===== config.mk =====
export PLATFORM = sky130hd
export DESIGN_NAME = fetch_redirect_ctrl
export DESIGN_NICKNAME = d
export VERILOG_FILES = /design/src/rtl/pipe_ctrl_pkg.sv /design/src/rtl/fetch_redirect_ctrl.sv
export SDC_FILE = /design/constraint.sdc
export NUM_CORES = 1
export LEC_CHECK = 0
export ABC_AREA = 1
export BUFFER_PORTS_ARGS = -buffer_cell sky130_fd_sc_hd__buf_4
export CORE_MARGIN = 1
export CORE_UTILIZATION = 48
export DETAILED_ROUTE_END_ITERATION = 8
export PLACE_DENSITY_LB_ADDON = 0.05
export SKIP_LAST_GASP = 1
export SYNTH_ARGS = -nofsm -noshare
export SYNTH_HDL_FRONTEND = slang
export SYNTH_SLANG_ARGS = --single-unit

===== constraint.sdc =====
create_clock -name clk -period 2 [get_ports clk]
set_clock_uncertainty 0.1 [all_clocks]
set_input_delay 0.5 -clock clk [delete_from_list [all_inputs] [get_ports clk]]
set_output_delay 0.5 -clock clk [all_outputs]
set_load 0.01 [all_outputs]

===== src/rtl/pipe_ctrl_pkg.sv =====
// Shared fetch-control types and helpers: FSM state encoding, PC
// increment and redirect-target alignment.
package pipe_ctrl_pkg;

  typedef enum logic [1:0] {
    FS_BOOT = 2'd0,
    FS_RUN  = 2'd1,
    FS_PEND = 2'd2
  } fetch_state_t;

  localparam int PC_STEP = 4;

  // Keep only the low pc_w bits of the branch target and force word alignment.
  // The shift wraps to zero when pc_w is 32, so the mask becomes all ones.
  function automatic logic [31:0] align_tgt(input logic [31:0] br_pc, input int pc_w);
    logic [31:0] width_mask;
    width_mask = (32'h1 << pc_w) - 32'h1;
    return br_pc & width_mask & ~32'h3;
  endfunction

endpackage


===== src/rtl/fetch_redirect_ctrl.sv =====
// Fetch PC owner: sequences instruction fetches over valid/ready, applies
// EX-stage redirects, honours load-use stalls and raises wrong-path flushes.
module fetch_redirect_ctrl
  import pipe_ctrl_pkg::*;
#(
  parameter int              PC_W     = 9,
  parameter logic [PC_W-1:0] RESET_PC = '0
) (
  input  logic            clk,
  input  logic            reset,
  input  logic            Stall,
  input  logic            PcSel,
  input  logic [31:0]     BrPC,
  input  logic            imem_ready,
  output logic [PC_W-1:0] PC,
  output logic            fetch_valid,
  output logic            Flush_IFID,
  output logic            Flush_IDEX,
  output logic            Misalign
);

  fetch_state_t    state_reg;
  logic [PC_W-1:0] pc_reg;
  logic [PC_W-1:0] pend_reg;
  logic            fetch_valid_reg;
  logic            misalign_reg;

  logic [PC_W-1:0] tgt;
  logic            accept_redirect;

  assign tgt             = PC_W'(align_tgt(BrPC, PC_W));
  // A redirect is only meaningful once fetching has started.
  assign accept_redirect = PcSel && (state_reg != FS_BOOT);

  // FSM, next-PC selection and registered status outputs.
  always_ff @(posedge clk) begin
    if (!reset) begin
      state_reg       <= FS_BOOT;
      pc_reg          <= RESET_PC;
      pend_reg        <= '0;
      fetch_valid_reg <= 1'b0;
      misalign_reg    <= 1'b0;
    end else begin
      misalign_reg <= accept_redirect && (BrPC[1:0] != 2'b00);
      case (state_reg)
        FS_BOOT: begin
          state_reg       <= FS_RUN;
          fetch_valid_reg <= 1'b1;
        end
        FS_RUN: begin
          if (PcSel) begin
            // Redirect beats stall: the stalled instruction is wrong-path.
            if (imem_ready) begin
              pc_reg <= tgt;
            end else begin
              // Address must stay stable while the request is outstanding.
              pend_reg  <= tgt;
              state_reg <= FS_PEND;
            end
          end else if (!Stall && imem_ready) begin
            pc_reg <= pc_reg + PC_W'(PC_STEP);
          end
        end
        FS_PEND: begin
          if (PcSel) begin
            // A newer redirect supersedes the parked one.
            if (imem_ready) begin
              pc_reg    <= tgt;
              state_reg <= FS_RUN;
            end else begin
              pend_reg <= tgt;
            end
          end else if (imem_ready) begin
            pc_reg    <= pend_reg;
            state_reg <= FS_RUN;
          end
        end
        default: begin
          state_reg       <= FS_BOOT;
          fetch_valid_reg <= 1'b0;
        end
      endcase
    end
  end

  // Flush strobes are the only combinational outputs; silent during reset.
  always_comb begin
    Flush_IFID = 1'b0;
    Flush_IDEX = 1'b0;
    if (reset) begin
      case (state_reg)
        FS_RUN: begin
          Flush_IFID = PcSel;
          Flush_IDEX = PcSel;
        end
        FS_PEND: begin
          // The stale fetch completing here must land in IF/ID as a bubble.
          Flush_IFID = PcSel || imem_ready;
          Flush_IDEX = PcSel;
        end
        default: begin
          Flush_IFID = 1'b0;
          Flush_IDEX = 1'b0;
        end
      endcase
    end
  end

  assign PC          = pc_reg;
  assign fetch_valid = fetch_valid_reg;
  assign Misalign    = misalign_reg;

endmodule


* After elaboration in Yosys (flattened, before gate mapping) *
Index checks and enable logic that the tools add are counted.

cells by class
  mux-type cells = 15
  eq/ne operators = 7
  reductions and logical operators = 13
  $add $sub $neg = 1
  bitwise gates (word level) = 1

operators by type and width
  operator               number
  $mux W9                5
  $pmux W9 S2            1
  $add A9 B3 Y9 const B  1
  $reduce_and A3 Y1      3
  $mux W2                3
  $ne A2 B2 Y1 const B   3
  $ne A3 B3 Y1 const B   2
  $pmux W2 S3            1
  $reduce_bool A2 Y1     3
  $pmux W1 S2            2
  $logic_and A1 B1 Y1    3
  $mux W1                3
  $eq A2 B1 Y1 const B   1
  $eq A2 B2 Y1 const B   1
  $logic_not A2 Y1       1
  $reduce_or A2 Y1       1
  $logic_not A1 Y1       1
  $logic_or A1 B1 Y1     1
  $not A1 Y1             1

word-level totals
  flip-flop bits (word level) = 20
  bits of input ports = 37
  output and inout bits = 13
  logic and storage cells = 42

* Logic depth before layout (Yosys ltp) *
  depth in word-level cells = 5
  mapped depth = 10
  depth with buffers taken out = 9

* Worst setup path before layout *
No wires, ideal clock.

  path kind = register to output
  from = register state_reg[0]
  to = output port Flush_IFID
  stages on the path, launching flop included = 5
  buffers on the path = 0
  arrival time = 1338 ps
  required time = 1400 ps
  path slack = 62 ps
  path through = dfxtp_1 inv_1 ha_1 inv_2 nor4_1

between the ends
  longest elaborated chain between the ends = 3

RTL lines
  item                                          line                       RTL
  start, declared                               fetch_redirect_ctrl.sv:22  fetch_state_t state_reg;
  start signal, assigned                        fetch_redirect_ctrl.sv:38  state_reg <= FS_BOOT;
  start signal, assigned                        fetch_redirect_ctrl.sv:47  state_reg <= FS_RUN;
  start signal, assigned                        fetch_redirect_ctrl.sv:58  state_reg <= FS_PEND;
  $eq A2 B2 Y1 or $eq A2 B1 Y1 (tied branches)  fetch_redirect_ctrl.sv:91  case (state_reg)
  $pmux W1 S2 *                                 fetch_redirect_ctrl.sv:91
  $mux W1 *                                     fetch_redirect_ctrl.sv:90  if (reset) begin
  end, declared                                 fetch_redirect_ctrl.sv:17  output logic Flush_IFID,

Mark *: on every way between the ends. The rest lies on a longest branch, timed or not.

* Worst setup path in the final report *
Same ends and word-level chain as after synthesis.

==> metrics.md <==
| Metric | Value |
|---|---|
| Setup WS pre-CTS | 0.113 ns |
| Sequential share of power | 0.306 |
| Root Driver | clkbuf_4 |
| Synth Net Count | 241 |
| #FFs+latches synth | 20 |
| Hold crit path type | in2reg |
| Stages on worst setup path | 5 |
| CP max stage cell | dfxtp_4 |
| Reg2reg setup slack | 0.45 ns |
| Largest net degree at the start of global routing | 20 |
| Worst vdd ir | 714 uV |
| Synthesized instance count | 198 |
| Buf/Inv on CP | 2 |
| Sw frac | 0.439 |
| Gr usage total | 0.241 |
| Die Y | 53.5 microns |
| Max Cap Viol | 0 |
| Chip width | 53.5 microns |
| Clk sinks | 20 |
| F_max | 0.504 GHz |
| First-pass GRT wire length | 5010 microns |
| Status | completed |
| Area Growth Syn to Fin | 25.0% |
| CTS tree | yes |
| Internal Power | 1.10 mW |
| Post-route DRC | 0 |
| Max incr delay on CP | 0.37 ns |
| Core ar. | 2500 sq um |
| Clock-pin transition on the worst setup and hold timing paths | 0.12 ns |
| CP Launch Point | state_reg[0]$_SDFFE_PN0P_ |
| Data required, critical path | 1.40 ns |
| Gr ovfl total | 0 |
| Slew headroom | 0.838 |
| Final wirelength | 2970 microns |
| Drt pass-1 iters | 5 |
| Wire per inst | 11.5 microns |
| Vias per cell | 5.18 |
| CP max FO | 2 |
| Initial DRC Count | 30 |
| Hpwl dp | 2210 microns |
| Ys Warns | 0 |
| Antenna Cells | 0 |
| # port buffers | 26 |
| Depth of the CTS H-tree | 1 |
| Setup-failing EPs final | 0 |
| GPL Wtd Cong | 0.871 |
| Sw power | 0.860 mW |
| Crit path capture type | primary output |
| Vias in the first global route | 1154 |
| Seq/Total Area, Yosys | 0.314 |
| Critical Path Sink | Flush_IFID |
| Initial Utilization | 0.510 |
| Leakage | 0.807 nW |
| # IOs | 50 |
| TritonCTS Buffers | 3 |
| Nets | 272 |
| R2r endpoint | PC[1]$_SDFFE_PN0P_ |
| Final worst path period need | 1.98 ns |
| Vias | 1336 |
| Final Util | 0.637 |
| WS Path Type | reg2out |
| Cells along the critical path | inv_2 -> ha_1 -> a21oi_1 -> nor4_2 -> buf_4 |
| ANT nets after route | 0 |
| Setup TNS | 0 ns |
| Clock group share of total power | 0.123 |
| Slew @ Worst Pin | 0.242 ns |
| Initial antenna violation count | 0 |
| CTS Buffer Depth | 2 |
| Worst Slack Setup Final | 0.0151 ns |
| Worst-Skew Late Latency | 0.30 ns |
| Logic pwr share | 0.572 |
| Critical R2R Launch | state_reg[1]$_SDFFE_PN0P_ |
| Final Hold Fails | 0 |
| Critical Path AT | 1.38 ns |
| Final hold slack | 0.325 ns |
| Synth unique cells | 23 |
| Mapped cell area | 1270 sq um |
| Hold wc startpoint | BrPC[6] |
| Largest delay share family, worst path | flip-flops |
| Worst R2R Path Depth | 9 |
| Critical Path Source Type | flip-flop |
| Period utilisation layout | 0.992 |
| Die footprint | 2860 sq um |
| # rows | 18 |
| Power per cell area | 1230 nW/um^2 |
| Unrepaired setup endpoints after global routing | true |
| Slew Viols, Final | 0 |
| Mapped Avg Cell Area | 6.43 sq um |
| CTS Hold Buffers Added | 0 |
| Largest register FFs | 9 |
| Share of cells above drive strength 1 | 0.263 |
power groups by stage:
| stage | Clock, mW | Sequential [mW] | Combinational, mW |
|---|---|---|---|
| after floorplan | 0 | 0.609 | 0.678 |
| after global placement | 0 | 0.603 | 0.950 |
| after detailed placement | 0 | 0.605 | 0.971 |
| after CTS | 0.248 | 0.596 | 1.09 |
| after global routing | 0.269 | 0.612 | 1.27 |
| final | 0.240 | 0.598 | 1.12 |
worst min path at each step:
stage                                to  cells past startpoint
3_3_place_gp         PC[0]$_SDFFE_PN0P_                      4
3_5_place_dp   pend_reg[8]$_SDFFE_PN0P_                      2
6_report       pend_reg[6]$_SDFFE_PN0P_                      3
4_1_cts        pend_reg[6]$_SDFFE_PN0P_                      3
5_1_grt        pend_reg[5]$_SDFFE_PN0P_                      3
2_1_floorplan  pend_reg[2]$_SDFFE_PN0P_                      2
worst min-delay path: cells and delay by family:
kind	cells	cell delay, ns
buffers and inverters	1	0.09
AND/OR/NAND/NOR	2	0.12
placed cells by master, fill, tap and decap left out:
cell,instances
nor4_1,1
nor4_2,1
ha_1,4
nand3_1,23
or2_2,1
nor2_1,35
o211ai_1,1
clkbuf_4,3
dfxtp_1,18
dfxtp_2,1
nand3_4,1
nand2_4,1
ha_4,2
nand4_1,1
nand2_2,4
nor2_8,1
inv_1,22
clkbuf_8,1
o21ai_1,3
o21ai_0,13
nor2_2,3
a21oi_1,9
nor2_4,1
dfxtp_4,1
buf_6,2
buf_4,30
inv_2,7
nand2_1,38
layer usage:
layer,up-vias,track usage,share of wire
met5,-,0,0
met4,0,0.0658,0.0071
met3,4,0.0345,0.070
met2,55,0.396,0.46
met1,587,0.324,0.46
li1,690,-,-
cells in the mapped netlist, drive strengths merged:
cell    instances  area (sq um)
a21oi           9          45.0
ha              6          75.1
nand4           1          6.26
or2             1          6.26
dfxtp          20           400
o21ai          16          80.1
inv            29           109
clkbuf          1          3.75
nor4            2          12.5
nor2           40           179
nand3          24           133
o211ai          1          7.51
buf             5          42.5
nand2          43           174
per-stage QoR:
step           cell area (sq um)  power, mW  cells
5_1_grt                     1590       2.15    258
4_1_cts                     1590       1.94    258
6_report                    1590       1.96    258
3_3_place_gp                1480       1.55    251
2_1_floorplan               1270       1.29    198
3_5_place_dp                1480       1.58    251
kinds of logic after synthesis:
group,share of synthesized area
adder cells (fa/ha/maj),0.0589
flip-flops,0.314
AO/OA/AOI/OAI,0.104
buffers and inverters,0.122
AND/OR/NAND/NOR,0.401
final cells by class:
cell class	instances	area, sq um
clock buffer	4	36.3
fill	248	907
inverter	29	109
multi-input combinational	143	757
sequential	20	405
tap	30	37.5
timing repair buffer	32	248
what timing repair did:
item	CTS	global route
gates cloned	0	0
endpoints found under the hold margin	0	0
setup endpoints to repair	2	2
buffers inserted	3	0
gates resized for setup	12	1
pin swaps	2	0
Note: power is estimated with default switching activity, not from simulation.
